<file path="src/rtl/fft_frame_sequencer_if.sv">
// Control/handshake bundle of the FFT frame sequencer: load, butterfly issue,
// write-back and unload address streams. FFT_SEQ_INVERSE_EN adds inverse/tw_conj.
interface fft_frame_sequencer_if #(
  parameter int unsigned LOG2_N = 5
);
  localparam int unsigned AW = LOG2_N;
  localparam int unsigned TW = LOG2_N - 1;

  logic          start;
  logic          busy;
  logic          done;
  logic          in_valid;
  logic          in_ready;
  logic          ld_wr_en;
  logic [AW-1:0] ld_wr_addr;
  logic          bf_rd_en;
  logic [AW-1:0] bf_addr_a;
  logic [AW-1:0] bf_addr_b;
  logic [TW-1:0] tw_idx;
  logic          wb_en;
  logic [AW-1:0] wb_addr_a;
  logic [AW-1:0] wb_addr_b;
  logic [2:0]    stage;
  logic          out_valid;
  logic          out_ready;
  logic [AW-1:0] out_addr;
  logic          out_last;
`ifdef FFT_SEQ_INVERSE_EN
  logic          inverse;
  logic          tw_conj;

  modport master (
    input  start, in_valid, out_ready, inverse,
    output busy, done, in_ready, ld_wr_en, ld_wr_addr,
           bf_rd_en, bf_addr_a, bf_addr_b, tw_idx,
           wb_en, wb_addr_a, wb_addr_b, stage,
           out_valid, out_addr, out_last, tw_conj
  );

  modport slave (
    output start, in_valid, out_ready, inverse,
    input  busy, done, in_ready, ld_wr_en, ld_wr_addr,
           bf_rd_en, bf_addr_a, bf_addr_b, tw_idx,
           wb_en, wb_addr_a, wb_addr_b, stage,
           out_valid, out_addr, out_last, tw_conj
  );
`else
  modport master (
    input  start, in_valid, out_ready,
    output busy, done, in_ready, ld_wr_en, ld_wr_addr,
           bf_rd_en, bf_addr_a, bf_addr_b, tw_idx,
           wb_en, wb_addr_a, wb_addr_b, stage,
           out_valid, out_addr, out_last
  );

  modport slave (
    output start, in_valid, out_ready,
    input  busy, done, in_ready, ld_wr_en, ld_wr_addr,
           bf_rd_en, bf_addr_a, bf_addr_b, tw_idx,
           wb_en, wb_addr_a, wb_addr_b, stage,
           out_valid, out_addr, out_last
  );
`endif

endinterface

</file>
<file path="src/rtl/fft_frame_sequencer.sv">
// Sequences one radix-2 DIT FFT frame (load, compute/drain per stage, unload) as
// addresses and strobes only. Optional inverse twiddle mode: FFT_SEQ_INVERSE_EN.
module fft_frame_sequencer #(
  parameter int unsigned NO_IN_OUT  = 32,
  parameter int unsigned LOG2_N     = 5,
  parameter int unsigned BF_LATENCY = 2
) (
  input  logic                  clk,
  input  logic                  rst_n,
  fft_frame_sequencer_if.master bus
);

  localparam int unsigned AW     = LOG2_N;
  localparam int unsigned KW     = LOG2_N - 1;
  localparam int unsigned HALF_N = NO_IN_OUT / 2;
  localparam int unsigned DW     = (BF_LATENCY > 1) ? $clog2(BF_LATENCY) : 1;

  typedef enum logic [2:0] {
    S_IDLE,
    S_LOAD,
    S_COMPUTE,
    S_DRAIN,
    S_UNLOAD
  } state_t;

  state_t        state_q, state_d;
  logic [AW-1:0] ld_cnt_q, ld_cnt_d;
  logic [KW-1:0] k_q, k_d;
  logic [2:0]    stg_q, stg_d;
  logic [DW-1:0] dr_cnt_q, dr_cnt_d;
  logic [AW-1:0] un_cnt_q, un_cnt_d;
  logic          inv_q, inv_d;
  logic          done_d;

  logic          busy_q, done_q, in_ready_q;
  logic          bf_rd_en_q;
  logic [AW-1:0] bf_addr_a_q, bf_addr_b_q;
  logic [KW-1:0] tw_idx_q;
  logic [2:0]    stage_q;
  logic          out_valid_q, out_last_q;
  logic [AW-1:0] out_addr_q;
  logic          tw_conj_q;

  logic [BF_LATENCY-1:0] wb_en_pipe;
  logic [AW-1:0]         wb_a_pipe [BF_LATENCY];
  logic [AW-1:0]         wb_b_pipe [BF_LATENCY];

  logic          ld_hs, un_hs;
  logic          cd_d;
  logic [AW-1:0] kx, half, pos, addr_a_d, addr_b_d;
  logic [KW-1:0] raw_tw, tw_d;
  logic [AW-1:0] ld_rev;

  assign ld_hs = bus.in_valid & in_ready_q;
  assign un_hs = out_valid_q & bus.out_ready;

  // Next-state and counter update
  always_comb begin
    state_d  = state_q;
    ld_cnt_d = ld_cnt_q;
    k_d      = k_q;
    stg_d    = stg_q;
    dr_cnt_d = dr_cnt_q;
    un_cnt_d = un_cnt_q;
    inv_d    = inv_q;
    done_d   = 1'b0;
    unique case (state_q)
      S_IDLE: begin
        if (bus.start) begin
          state_d  = S_LOAD;
          ld_cnt_d = '0;
`ifdef FFT_SEQ_INVERSE_EN
          inv_d    = bus.inverse;
`else
          inv_d    = 1'b0;
`endif
        end
      end
      S_LOAD: begin
        if (ld_hs) begin
          if (ld_cnt_q == AW'(NO_IN_OUT - 1)) begin
            state_d = S_COMPUTE;
            stg_d   = '0;
            k_d     = '0;
          end else begin
            ld_cnt_d = ld_cnt_q + AW'(1);
          end
        end
      end
      S_COMPUTE: begin
        if (k_q == KW'(HALF_N - 1)) begin
          state_d  = S_DRAIN;
          dr_cnt_d = '0;
        end else begin
          k_d = k_q + KW'(1);
        end
      end
      S_DRAIN: begin
        if (dr_cnt_q == DW'(BF_LATENCY - 1)) begin
          if (stg_q == 3'(LOG2_N - 1)) begin
            state_d  = S_UNLOAD;
            un_cnt_d = '0;
          end else begin
            state_d = S_COMPUTE;
            stg_d   = stg_q + 3'd1;
            k_d     = '0;
          end
        end else begin
          dr_cnt_d = dr_cnt_q + DW'(1);
        end
      end
      S_UNLOAD: begin
        if (un_hs) begin
          if (un_cnt_q == AW'(NO_IN_OUT - 1)) begin
            state_d = S_IDLE;
            done_d  = 1'b1;
          end else begin
            un_cnt_d = un_cnt_q + AW'(1);
          end
        end
      end
      default: state_d = S_IDLE;
    endcase
  end

  // Butterfly operand/twiddle addresses for the upcoming cycle
  always_comb begin
    cd_d     = (state_d == S_COMPUTE) || (state_d == S_DRAIN);
    kx       = AW'(k_d);
    half     = AW'(1) << stg_d;
    pos      = kx & (half - AW'(1));
    addr_a_d = ((kx >> stg_d) << (stg_d + 3'd1)) + pos;
    addr_b_d = addr_a_d + half;
    raw_tw   = KW'(pos << (3'(LOG2_N - 1) - stg_d));
    tw_d     = inv_d ? (KW'(0) - raw_tw) : raw_tw;
  end

  // Load addresses are written bit-reversed so stage 0 sees DIT order
  always_comb begin
    ld_rev = '0;
    for (int i = 0; i < int'(AW); i++) begin
      ld_rev[i] = ld_cnt_q[AW-1-i];
    end
  end

  always_ff @(posedge clk or negedge rst_n) begin
    if (!rst_n) begin
      state_q     <= S_IDLE;
      ld_cnt_q    <= '0;
      k_q         <= '0;
      stg_q       <= '0;
      dr_cnt_q    <= '0;
      un_cnt_q    <= '0;
      inv_q       <= 1'b0;
      busy_q      <= 1'b0;
      done_q      <= 1'b0;
      in_ready_q  <= 1'b0;
      bf_rd_en_q  <= 1'b0;
      bf_addr_a_q <= '0;
      bf_addr_b_q <= '0;
      tw_idx_q    <= '0;
      stage_q     <= '0;
      out_valid_q <= 1'b0;
      out_addr_q  <= '0;
      out_last_q  <= 1'b0;
      tw_conj_q   <= 1'b0;
    end else begin
      state_q     <= state_d;
      ld_cnt_q    <= ld_cnt_d;
      k_q         <= k_d;
      stg_q       <= stg_d;
      dr_cnt_q    <= dr_cnt_d;
      un_cnt_q    <= un_cnt_d;
      inv_q       <= inv_d;
      busy_q      <= (state_d != S_IDLE);
      done_q      <= done_d;
      in_ready_q  <= (state_d == S_LOAD);
      bf_rd_en_q  <= (state_d == S_COMPUTE);
      bf_addr_a_q <= (state_d == S_COMPUTE) ? addr_a_d : '0;
      bf_addr_b_q <= (state_d == S_COMPUTE) ? addr_b_d : '0;
      tw_idx_q    <= (state_d == S_COMPUTE) ? tw_d : '0;
      stage_q     <= cd_d ? stg_d : '0;
      out_valid_q <= (state_d == S_UNLOAD);
      out_addr_q  <= (state_d == S_UNLOAD) ? un_cnt_d : '0;
      out_last_q  <= (state_d == S_UNLOAD) && (un_cnt_d == AW'(NO_IN_OUT - 1));
      tw_conj_q   <= inv_d & cd_d;
    end
  end

  // Write-back delay line tracking the butterfly pipeline
  always_ff @(posedge clk or negedge rst_n) begin
    if (!rst_n) begin
      wb_en_pipe <= '0;
      for (int i = 0; i < int'(BF_LATENCY); i++) begin
        wb_a_pipe[i] <= '0;
        wb_b_pipe[i] <= '0;
      end
    end else begin
      wb_en_pipe[0] <= bf_rd_en_q;
      wb_a_pipe[0]  <= bf_addr_a_q;
      wb_b_pipe[0]  <= bf_addr_b_q;
      for (int i = 1; i < int'(BF_LATENCY); i++) begin
        wb_en_pipe[i] <= wb_en_pipe[i-1];
        wb_a_pipe[i]  <= wb_a_pipe[i-1];
        wb_b_pipe[i]  <= wb_b_pipe[i-1];
      end
    end
  end

  assign bus.busy       = busy_q;
  assign bus.done       = done_q;
  assign bus.in_ready   = in_ready_q;
  assign bus.ld_wr_en   = ld_hs;
  assign bus.ld_wr_addr = in_ready_q ? ld_rev : '0;
  assign bus.bf_rd_en   = bf_rd_en_q;
  assign bus.bf_addr_a  = bf_addr_a_q;
  assign bus.bf_addr_b  = bf_addr_b_q;
  assign bus.tw_idx     = tw_idx_q;
  assign bus.wb_en      = wb_en_pipe[BF_LATENCY-1];
  assign bus.wb_addr_a  = wb_a_pipe[BF_LATENCY-1];
  assign bus.wb_addr_b  = wb_b_pipe[BF_LATENCY-1];
  assign bus.stage      = stage_q;
  assign bus.out_valid  = out_valid_q;
  assign bus.out_addr   = out_addr_q;
  assign bus.out_last   = out_last_q;
`ifdef FFT_SEQ_INVERSE_EN
  assign bus.tw_conj    = tw_conj_q;
`else
  logic unused_conj;
  assign unused_conj = tw_conj_q;
`endif

endmodule

</file>
<file path="src/flat_wrapper.sv">
// flat-port wrapper written by rule: the top's interface ports become plain ports
module fft_frame_sequencer_flat 
#(
  parameter int unsigned NO_IN_OUT  = 32,
  parameter int unsigned LOG2_N     = 5,
  parameter int unsigned BF_LATENCY = 2
)
  (clk, rst_n, bus_start, bus_in_valid, bus_out_ready, bus_busy, bus_done, bus_in_ready, bus_ld_wr_en, bus_ld_wr_addr, bus_bf_rd_en, bus_bf_addr_a, bus_bf_addr_b, bus_tw_idx, bus_wb_en, bus_wb_addr_a, bus_wb_addr_b, bus_stage, bus_out_valid, bus_out_addr, bus_out_last);
  fft_frame_sequencer_if #(.LOG2_N(LOG2_N)) bus_i ();
  input  logic clk;
  input  logic rst_n;
  input wire logic [$bits(bus_i.start)-1:0] bus_start;
  input wire logic [$bits(bus_i.in_valid)-1:0] bus_in_valid;
  input wire logic [$bits(bus_i.out_ready)-1:0] bus_out_ready;
  output wire logic [$bits(bus_i.busy)-1:0] bus_busy;
  output wire logic [$bits(bus_i.done)-1:0] bus_done;
  output wire logic [$bits(bus_i.in_ready)-1:0] bus_in_ready;
  output wire logic [$bits(bus_i.ld_wr_en)-1:0] bus_ld_wr_en;
  output wire logic [$bits(bus_i.ld_wr_addr)-1:0] bus_ld_wr_addr;
  output wire logic [$bits(bus_i.bf_rd_en)-1:0] bus_bf_rd_en;
  output wire logic [$bits(bus_i.bf_addr_a)-1:0] bus_bf_addr_a;
  output wire logic [$bits(bus_i.bf_addr_b)-1:0] bus_bf_addr_b;
  output wire logic [$bits(bus_i.tw_idx)-1:0] bus_tw_idx;
  output wire logic [$bits(bus_i.wb_en)-1:0] bus_wb_en;
  output wire logic [$bits(bus_i.wb_addr_a)-1:0] bus_wb_addr_a;
  output wire logic [$bits(bus_i.wb_addr_b)-1:0] bus_wb_addr_b;
  output wire logic [$bits(bus_i.stage)-1:0] bus_stage;
  output wire logic [$bits(bus_i.out_valid)-1:0] bus_out_valid;
  output wire logic [$bits(bus_i.out_addr)-1:0] bus_out_addr;
  output wire logic [$bits(bus_i.out_last)-1:0] bus_out_last;
  assign bus_i.start = bus_start;
  assign bus_i.in_valid = bus_in_valid;
  assign bus_i.out_ready = bus_out_ready;
  assign bus_busy = bus_i.busy;
  assign bus_done = bus_i.done;
  assign bus_in_ready = bus_i.in_ready;
  assign bus_ld_wr_en = bus_i.ld_wr_en;
  assign bus_ld_wr_addr = bus_i.ld_wr_addr;
  assign bus_bf_rd_en = bus_i.bf_rd_en;
  assign bus_bf_addr_a = bus_i.bf_addr_a;
  assign bus_bf_addr_b = bus_i.bf_addr_b;
  assign bus_tw_idx = bus_i.tw_idx;
  assign bus_wb_en = bus_i.wb_en;
  assign bus_wb_addr_a = bus_i.wb_addr_a;
  assign bus_wb_addr_b = bus_i.wb_addr_b;
  assign bus_stage = bus_i.stage;
  assign bus_out_valid = bus_i.out_valid;
  assign bus_out_addr = bus_i.out_addr;
  assign bus_out_last = bus_i.out_last;
  fft_frame_sequencer #(.NO_IN_OUT(NO_IN_OUT), .LOG2_N(LOG2_N), .BF_LATENCY(BF_LATENCY)) u_core (.clk(clk), .rst_n(rst_n), .bus(bus_i));
endmodule
</file>
<file path="config.mk">
export PLATFORM = sky130hd
export DESIGN_NAME = fft_frame_sequencer_flat
export DESIGN_NICKNAME = d
export VERILOG_FILES = /design/src/rtl/fft_frame_sequencer_if.sv /design/src/rtl/fft_frame_sequencer.sv /design/src/flat_wrapper.sv
export SDC_FILE = /design/constraint.sdc
export NUM_CORES = 1
export LEC_CHECK = 0
export ABC_AREA = 1
export CORE_MARGIN = 2
export CORE_UTILIZATION = 35
export DETAILED_ROUTE_END_ITERATION = 8
export GPL_TIMING_DRIVEN = 0
export PLACE_DENSITY = 0.66
export RECOVER_POWER = 50
export SYNTH_ARGS = -nofsm -noshare
export SYNTH_HDL_FRONTEND = slang
export SYNTH_SLANG_ARGS = --single-unit
</file>
<file path="constraint.sdc">
create_clock -name clk -period 7.05 [get_ports clk]
set_input_delay 2.115 -clock clk [delete_from_list [all_inputs] [get_ports clk]]
set_output_delay 2.115 -clock clk [all_outputs]
set_load 0.03 [all_outputs]
</file>
==> reports/qor.txt <==
Post-CTS Setup Repair Bufs - 0
Drt initial violations - 180
Failing checks - max-capacitance violations, max-slew violations
Area grow syn2layout - 22.6%
Post-Syn Instances - 420
Final Cycle Share - 83.3%
Routed length per instance - 11.1 microns
Routed WL - 6890 microns
IO Count - 50
Die area - 11,300 sq um
Starting Density - 35.7%
Worst hold path class - register to register
Tmin final - 5.87 ns
Critical Path RT - 7.28 ns
Final setup skew - 0.0123 ns
LEAKAGE - 0.00233 uW
Nets@finish - 509
Commonest non-fill, non-tap cell in the layout - nand2_1
Final hold vios - 0
Final setup violation count - 0
Clk sinks - 72
Register area share after synthesis - 49.3%
Cell Pwr Density - 452 nW/um^2
Metal2 WL - 3380 microns
Largest net degree at the start of global routing - 73
Drt pass-1 iters - 5
Fillers - 969
Synth Cell Area - 3650 sq um
Max_cap viols - 1
Remaining DRCs - 0
Fmax - 170 MHz
Total grt overflow - 0
Max layer used - met4
Global-route wire length before repair - 12,100 microns
Port bufs - 49
Share of cells above drive strength 1 - 12.2%
Total power draw - 2030 uW
CP Max Fanout - 10
Multi-input logic area - 1490 sq um
Post-DP HPWL - 5200 microns
Via count - 2,822
Vias per Instance - 4.54
Setup crit end kind - register
Setup TNS - 0 ns
Total global routing track utilization - 13.3%
Reg area - 1800 sq um
Initial antenna violation count - 0
Diode count - 0
Post-Syn Area per Cell - 8.69 sq um
CTS tree - built
CP arrival - 6.10 ns
Clk buf depth - 2
Final ANT Viol Nets - 0
Count of pins over their slew limit - 73
Crit path kind - input pin to register
Hold Buf Count CTS - 0
DIE WIDTH - 106 microns
Worst Setup Start Kind - input pin
Top_reg_cell synth - dfrtp_1
RSZ-0062 raised after global routing - no
Commonest cells after routing, fill and taps aside - 79 x nand2_1, 72 x dfrtp_1, 68 x inv_1
Status - complete, but fails checks
Post-synth EDFFs - 0
Clock insertion delay at the later pin of the skew report - 0.34 ns
Die height - 106 microns
Vias in the first global route - 2,749
Clock-pin transition on the worst setup and hold timing paths - 0.08 ns
Wire length on met3 - 295 microns
Worst-Margin Slew - 3.60 ns
Normalized max-slew margin - -140%
Post-synth net total - 449
FFs w/ async S/R, synth - 100%
Metal1 wirelength - 3070 microns
Hold slack - 0.340 ns
Rows - 37
Max VDD drop - 144 uV
CTS Buf Count - 9
Clock Tree Root - clkbuf_8
#FFs+latches synth - 72
Core area - 10,200 sq um
# H-tree levels - 3
Synth cell types - 36
Placer Congestion - 0.898
Synth warn - 0
Post_cts resized - 0
where the power goes:
group | total [uW] | internal [uW] | switching, uW
Combinational | 1150 | 413 | 735
Sequential | 593 | 526 | 67.3
Clock | 284 | 127 | 157
Total | 2030 | 1070 | 959
logic make-up after synthesis:
family	synth area share [%]
AND/OR/NAND/NOR	23.0
XOR/XNOR	1.20
flip-flops	49.3
buffers and inverters	9.80
adder cells (fa/ha/maj)	8.64
AO/OA/AOI/OAI	8.02
area by class of cell:
cell class                      count  area share [%]
Tap cell                          136            3.80
Inverter                           70            5.87
Clock buffer                        9            2.77
Timing Repair Buffer               49            10.8
Clock inverter                      7            1.06
Multi-Input combinational cell    265            33.3
Sequential cell                    72            40.2
Buffer                             13            2.12
layer usage:
layer	vias up	global-route usage [%]
li1	1426	-
met1	1308	16.4
met2	73	22.1
met3	15	2.88
met4	0	6.39
met5	-	0
cells in the mapped netlist, types with 3 or more instances:
cell | number | area (sq um)
nand2_1 | 79 | 297
buf_4 | 10 | 75.1
a31oi_1 | 3 | 18.8
nor3_1 | 5 | 25.0
dfrtp_1 | 72 | 1800
a21oi_1 | 17 | 85.1
inv_1 | 68 | 255
xor2_1 | 4 | 35.0
nor2_1 | 59 | 221
nand3_2 | 5 | 50.1
nand3_1 | 22 | 110
o21ai_0 | 12 | 60.1
o21ai_2 | 6 | 52.6
ha_1 | 22 | 275
nand2_2 | 10 | 62.6
flip-flops by register name, indices dropped and copies added, names as in the netlist, 2 cells and up:
name	cells
u_core.bus.stage	3
u_core.ld_cnt_q	5
u_core.state_q	3
u_core.bus.tw_idx	4
u_core.bus.wb_addr_a	5
u_core.wb_b_pipe	5
u_core.bus.bf_addr_b	5
u_core.bus.out_addr	5
u_core.stg_q	3
u_core.wb_a_pipe	5
u_core.k_q	4
u_core.bus.wb_addr_b	5
u_core.un_cnt_q	5
u_core.wb_en_pipe	2
u_core.bus.bf_addr_a	5
per-stage QoR:
step | setup WS, ns | area, sq um | std cells | util [%]
floorplan | 1.75 | 3650 | 420 | -
global placement | 0.919 | 4310 | 605 | 42.1
detailed placement | 0.879 | 4310 | 605 | 42.1
CTS | 1.20 | 4480 | 621 | 43.8
global route | 0.928 | 4480 | 621 | 43.8
finish | 1.18 | 4480 | 621 | 43.8
path summary, 6_finish.rpt:
kind                                                          end  cells past startpoint                           start  slack (ns)
worst max-delay path            u_core.bus.bf_addr_b[4]$_DFF_PN0_                     21                    bus_in_valid        1.18
max in group asynchronous          u_core.bus.tw_idx[1]$_DFF_PN0_                      1                           rst_n        2.03
worst min register to register  u_core.bus.wb_addr_a[0]$_DFF_PN0_                      0   u_core.wb_a_pipe[5]$_DFF_PN0_        0.34
worst max register to register  u_core.bus.bf_addr_b[4]$_DFF_PN0_                     24  u_core.ld_cnt_q[0]$_DFFE_PN0P_        2.42
min in group asynchronous       u_core.bus.wb_addr_b[4]$_DFF_PN0_                      1                           rst_n        2.99
worst min-delay path            u_core.bus.wb_addr_a[0]$_DFF_PN0_                      0   u_core.wb_a_pipe[5]$_DFF_PN0_        0.34
critical path, cell delays in order:
cell,delay [ns]
clkdlybuf4s50_1,0.44
nand3_2,0.11
a21oi_2,0.08
o21ai_2,0.36
inv_1,0.20
ha_1,0.34
buf_2,0.20
nand3_2,0.12
nor2_1,0.11
ha_1,0.19
inv_1,0.06
fa_1,0.49
inv_1,0.08
fa_1,0.46
nand2_1,0.10
nand2_1,0.05
a21oi_1,0.15
xor2_1,0.17
inv_1,0.08
a21oi_1,0.12
nor2_1,0.06
Power figures use the tool's default switching activity.
